File: src/rtl/beam_sel_enc_pkg.sv
// Shared types and beam-select code constants for the beam select encoder.
// decode() is the select-line decoder's mapping of the same codes back to lines.
package beam_sel_enc_pkg;

    typedef enum logic [1:0] {
        ST_IDLE    = 2'd0,
        ST_QUAL    = 2'd1,
        ST_OFFER   = 2'd2,
        ST_RELEASE = 2'd3
    } state_t;

    localparam logic [4:0] SEL_NONE = 5'b00000;
    localparam logic [4:0] SEL_F1   = 5'b00110;
    localparam logic [4:0] SEL_F2   = 5'b01000;
    localparam logic [4:0] SEL_F3   = 5'b01010;
    localparam logic [4:0] SEL_F4   = 5'b01100;
    localparam logic [4:0] SEL_F5   = 5'b01110;
    localparam logic [4:0] SEL_F6   = 5'b10000;
    localparam logic [4:0] SEL_F7   = 5'b10010;

    function automatic logic [4:0] encode(input logic [2:0] idx);
        logic [4:0] code;
        case (idx)
            3'd1:    code = SEL_F1;
            3'd2:    code = SEL_F2;
            3'd3:    code = SEL_F3;
            3'd4:    code = SEL_F4;
            3'd5:    code = SEL_F5;
            3'd6:    code = SEL_F6;
            3'd7:    code = SEL_F7;
            default: code = SEL_NONE;
        endcase
        return code;
    endfunction

    function automatic logic [7:1] decode(input logic [4:0] code);
        logic [7:1] lines;
        case (code)
            SEL_F1:  lines = 7'b0000001;
            SEL_F2:  lines = 7'b0000010;
            SEL_F3:  lines = 7'b0000100;
            SEL_F4:  lines = 7'b0001000;
            SEL_F5:  lines = 7'b0010000;
            SEL_F6:  lines = 7'b0100000;
            SEL_F7:  lines = 7'b1000000;
            default: lines = 7'b0000000;
        endcase
        return lines;
    endfunction

endpackage

File: src/rtl/beam_sel_enc_stab.sv
// Stability qualifier: counts consecutive identical nonzero samples of f and
// strobes qualified (combinationally) on the edge the count reaches STABLE_CYC.
module beam_sel_stab #(
    parameter int STABLE_CYC = 4
) (
    input  logic       clk,
    input  logic       rst,
    input  logic       en,
    input  logic       track,
    input  logic [7:1] f,
    output logic       qualified,
    output logic [7:1] snap
);
    localparam logic [3:0] TARGET = 4'(STABLE_CYC);

    logic [3:0] cnt;
    logic       hit;
    logic       same;

    always_comb begin
        hit       = track && en && (f != 7'd0);
        same      = (cnt != 4'd0) && (f == snap);
        qualified = hit && same && ((cnt + 4'd1) == TARGET);
    end

    // A qualifying edge clears the count; the FSM has left QUAL by then.
    always_ff @(posedge clk) begin
        if (rst) begin
            cnt  <= 4'd0;
            snap <= 7'd0;
        end else if (!hit || qualified) begin
            cnt <= 4'd0;
        end else if (!same) begin
            snap <= f;
            cnt  <= 4'd1;
        end else if (cnt != 4'hF) begin
            cnt <= cnt + 4'd1;
        end
    end

endmodule

File: src/rtl/beam_sel_enc.sv
// Beam select encoder: qualifies a stable element-select request, encodes it
// and offers it to the consumer with a valid/ready handshake.
module beam_sel_enc
    import beam_sel_enc_pkg::*;
#(
    parameter int STABLE_CYC = 4
) (
    input  logic       clk,
    input  logic       rst,
    input  logic       en,
    input  logic [7:1] f,
    input  logic       ready,
    output logic [4:0] sel,
    output logic       valid,
    output logic       err
);
    state_t     state, next;
    logic       qualified;
    logic [7:1] snap;
    logic       onehot;
    logic [2:0] idx;
    logic [4:0] sel_d;
    logic       valid_d;
    logic       err_d;

    beam_sel_stab #(.STABLE_CYC(STABLE_CYC)) u_stab (
        .clk       (clk),
        .rst       (rst),
        .en        (en),
        .track     ((state == ST_IDLE) || (state == ST_QUAL)),
        .f         (f),
        .qualified (qualified),
        .snap      (snap)
    );

    always_ff @(posedge clk) begin
        if (rst) begin
            state <= ST_IDLE;
            sel   <= SEL_NONE;
            valid <= 1'b0;
            err   <= 1'b0;
        end else begin
            state <= next;
            sel   <= sel_d;
            valid <= valid_d;
            err   <= err_d;
        end
    end

    always_comb begin
        next = state;
        case (state)
            ST_IDLE:    if (en && (f != 7'd0)) next = ST_QUAL;
            ST_QUAL:    if (!en || (f == 7'd0)) next = ST_IDLE;
                        else if (qualified) next = ST_OFFER;
            ST_OFFER:   if (!en) next = ST_IDLE;
                        else if (ready) next = ST_RELEASE;
            ST_RELEASE: if (!en || (f == 7'd0)) next = ST_IDLE;
            default:    next = ST_IDLE;
        endcase
    end

    always_comb begin
        idx = 3'd0;
        for (int i = 1; i <= 7; i++) begin
            if (snap[i]) idx = 3'(i);
        end
        onehot = (snap != 7'd0) && ((snap & (snap - 7'd1)) == 7'd0);
    end

    always_comb begin
        sel_d   = SEL_NONE;
        valid_d = 1'b0;
        err_d   = 1'b0;
        case (state)
            ST_QUAL: begin
                if (next == ST_OFFER) begin
                    valid_d = 1'b1;
                    sel_d   = onehot ? encode(idx) : SEL_NONE;
                    err_d   = !onehot;
                end
            end
            ST_OFFER: begin
                if (next == ST_OFFER) begin
                    valid_d = valid;
                    sel_d   = sel;
                    err_d   = err;
                end
            end
            default: ;
        endcase
    end

endmodule

File: config.mk
export PLATFORM = sky130hd
export DESIGN_NAME = beam_sel_enc
export DESIGN_NICKNAME = d
export VERILOG_FILES = /design/src/rtl/beam_sel_enc_pkg.sv /design/src/rtl/beam_sel_enc_stab.sv /design/src/rtl/beam_sel_enc.sv
export SDC_FILE = /design/constraint.sdc
export NUM_CORES = 1
export LEC_CHECK = 0
export ABC_AREA = 1
export CAP_MARGIN = 20
export CORE_MARGIN = 3
export CORE_UTILIZATION = 25
export DETAILED_ROUTE_END_ITERATION = 8
export GPL_TIMING_DRIVEN = 0
export HOLD_SLACK_MARGIN = 0.08
export PLACE_DENSITY = 0.45
export SYNTH_ARGS = -nofsm -noshare
export SYNTH_HDL_FRONTEND = slang
export SYNTH_HIERARCHICAL = 1
export SYNTH_SLANG_ARGS = --single-unit
File: constraint.sdc
create_clock -name clk -period 4 [get_ports clk]
set_clock_uncertainty 0.2 [all_clocks]
set_input_delay 0.8 -clock clk [delete_from_list [all_inputs] [get_ports clk]]
set_output_delay 0.8 -clock clk [all_outputs]
set_load 0.005 [all_outputs]
==> out/results.ini, run 1 <==
[clocking]
cts.path.max_buffers = 2
ctsHoldBuffers = 0
cts_tree = done
cts_resized = 0
h-tree-depth = 1
clock-root-buffer = clkbuf_8
numCtsBuffers = 3
insertion_delay_ps = 260
clkTransAtPathRegs_ps = 70
cts_sinks = 19
post-cts-setup-buffers = 0

[power_and_ir_drop]
powerDensity_nw_per_um2 = 255
ir_worst_vdd_v = 0.000125
p_leak_nw = 0.796

[synth]
synth-seq-cells = 19
yosys.area.top_type = dfxtp_1
syn_avg_cell_area_um2 = 6.13
synth_edf_count = 0
synthFlopType = dfxtp_1
ys_types = 26
ys_seq_area_share_pct = 27.3
async_flop_share_pct = 0
synth_top_area_share_pct = 27.3
syn_nets = 241
ys_warn_count = 6
synth_area_um2 = 1390
yosys-top-cells-area = dfxtp_1 27%, nand2_1 15%, inv_1 9.4%
synth_cells = 227

[global_routing]
grt_pass1_vias = 1251
grt_pass1_wl_um = 5430
grt_usage_pct = 10.7
grt-ovfl-total = 0
grt_max_degree = 12
antenna_found_initial = 0

[layout]
multi_input_area_um2 = 805
regArea_um2 = 380
postLayoutCellArea_um2 = 1690
drive_gt1_share_pct = 14.2
antenna_cells = 0
area_growth_pct = 21.1
layout.nets = 262
fillers = 597
fin_util_pct = 32.2

[detailed_routing]
drt-total-wl_um = 3160
firstDrtPassIters = 4
wl_per_cell_um = 9.97
route.detailed.drc = 0
ant_nets = 0
drtIter0Drc = 50
vias = 1361
via_per_inst = 4.29

[setup_path]
worst_setup_path_end_kind = register
crit_type = in -> reg
crit_arrival_ps = 2680
critPathRequiredTime_ps = 3990
start_kind = input pin
crit_fanout = 7

[status]
status = complete, no violations

[floorplan]
die_w_um = 80.6
die_area_um2 = 6500
core_area_um2 = 5240
die_h_um = 80.6
io_pins = 18
std_cell_rows = 26
start_util_pct = 26.6

[timing]
fin_tns_setup_ps = 0
rsz0062_at_grt = false
setup_viol = 0
fin_crit_sh_pct = 67.3
hold_viol = 0
max_freq_mhz = 371
timing.hold.ws_ps = 299
drv_slew = 0
post-route-min-period_ps = 2690

[place]
place_area_um2 = 1640
io_buffers = 16
gp_congestion = 0.801
hpwlAfterDp_um = 2550

[flow_run]
maxCapViolCount = 0

[hold_path]
min_path_type = reg -> reg

==> cell families after synthesis <==
logic type / after synthesis / share of synthesized area [%]
flops: 19 / 27.3
xor+xnor: 3 / 1.89
other cells: 1 / 0.270
buf+inv: 50 / 14.8
fa+ha+maj: 3 / 2.70
simple gates: 129 / 45.0
compound gates: 22 / 8.00
==> per-layer routing <==
metal / part of all wire [%] / global-route usage (%)
met5: 0 / 0
met4: 0.98 / 3.38
met3: 3.5 / 2.35
met2: 46 / 17.8
met1: 49 / 13.6
==> sequential cells by signal, indices dropped and copies added, names as in the netlist <==
signal,cells
u_stab/cnt,4
valid,1
sel,4
u_stab/snap,7
state,2
err,1
==> layout make-up <==
type / count / area share [%]
Clock buffer: 3 / 2.45
Multi-Input combinational cell: 158 / 47.7
Sequential cell: 19 / 22.6
Inverter: 46 / 10.2
Timing Repair Buffer: 16 / 9.50
Clock inverter: 1 / 0.297
Buffer: 4 / 2.00
Tap cell: 70 / 5.20
==> per-stage QoR <==
stage,worst slack [ps],cells,power [mW]
2_1_floorplan,1800,227,0.272
3_3_place_gp,1040,313,0.299
3_5_place_dp,1040,313,0.299
4_1_cts,1300,317,0.440
5_1_grt,1080,317,0.460
6_report,1310,317,0.430
==> layout by cell type, fill, tap and decap left out, types with 2 or more instances in the layout <==
| cell | instances |
|---|---|
| a21oi_1 | 16 |
| buf_6 | 2 |
| clkbuf_8 | 3 |
| clkdlybuf4s50_1 | 16 |
| dfxtp_1 | 19 |
| ha_1 | 3 |
| inv_1 | 35 |
| inv_2 | 11 |
| nand2_1 | 56 |
| nand2_2 | 4 |
| nand3_1 | 21 |
| nand3_2 | 3 |
| nand4_1 | 7 |
| nor2_1 | 26 |
| nor2_2 | 2 |
| nor2_4 | 6 |
| o21ai_0 | 3 |
| o21ai_1 | 2 |
| xnor2_1 | 2 |
==> path summary, 6_finish.rpt <==
check           startpoint  endpoint  slack (ps)  depth (start not counted)
min reg2reg         sel[4]    sel[4]         300                          2
max reg2reg  u_stab/cnt[0]    sel[3]        1770                         17
max                   f[4]    sel[3]        1310                         19
min                 sel[4]    sel[4]         300                          2
==> where the power goes <==
| group | switching [mW] | total [mW] | leakage [nW] | internal (mW) |
|---|---|---|---|---|
| registers | 0.00915 | 0.204 | 0.155 | 0.195 |
| logic | 0.0525 | 0.0897 | 0.615 | 0.0373 |
| clock network | 0.0664 | 0.136 | 0.0255 | 0.0693 |
==> critical path: stages <==
cell	delay, ps
clkdlybuf4s50_1	510
inv_2	70
nand2_1	60
nand2_1	60
inv_1	50
nand2_1	80
nor2_4	110
nand2_4	80
inv_1	80
nand2_1	60
inv_1	50
nor2_1	40
inv_1	60
nand3_1	60
nand3_1	90
nand2_1	70
inv_2	110
nand4_1	90
a21oi_1	140
==> synth_stat cells, types with 3 or more instances <==
| library cell | number |
|---|---|
| o21ai_0 | 3 |
| nor2_1 | 26 |
| nand3_1 | 21 |
| nand3_2 | 3 |
| dfxtp_1 | 19 |
| a21oi_1 | 16 |
| ha_1 | 3 |
| nand4_1 | 7 |
| inv_2 | 11 |
| nor2_4 | 6 |
| nand2_2 | 4 |
| inv_1 | 35 |
| nand2_1 | 56 |
No activity file was read; power rests on OpenSTA's default activity.
==> run 2: changes to the inputs <==
Clock period 4 ns to 2.8 ns, I/O delays scaled along.
==> results of run 2 <==
The final DEF is identical to that of run 1. Status: complete, no violations.
Among the figures that moved: setup slack after placement 1040 ps -> 75.3 ps; setup slack after layout 1310 ps -> 347 ps; register-to-register setup slack 1770 ps -> 570 ps; total power 0.430 mW -> 0.614 mW; worst IR drop on VDD 0.000125 V -> 0.000179 V
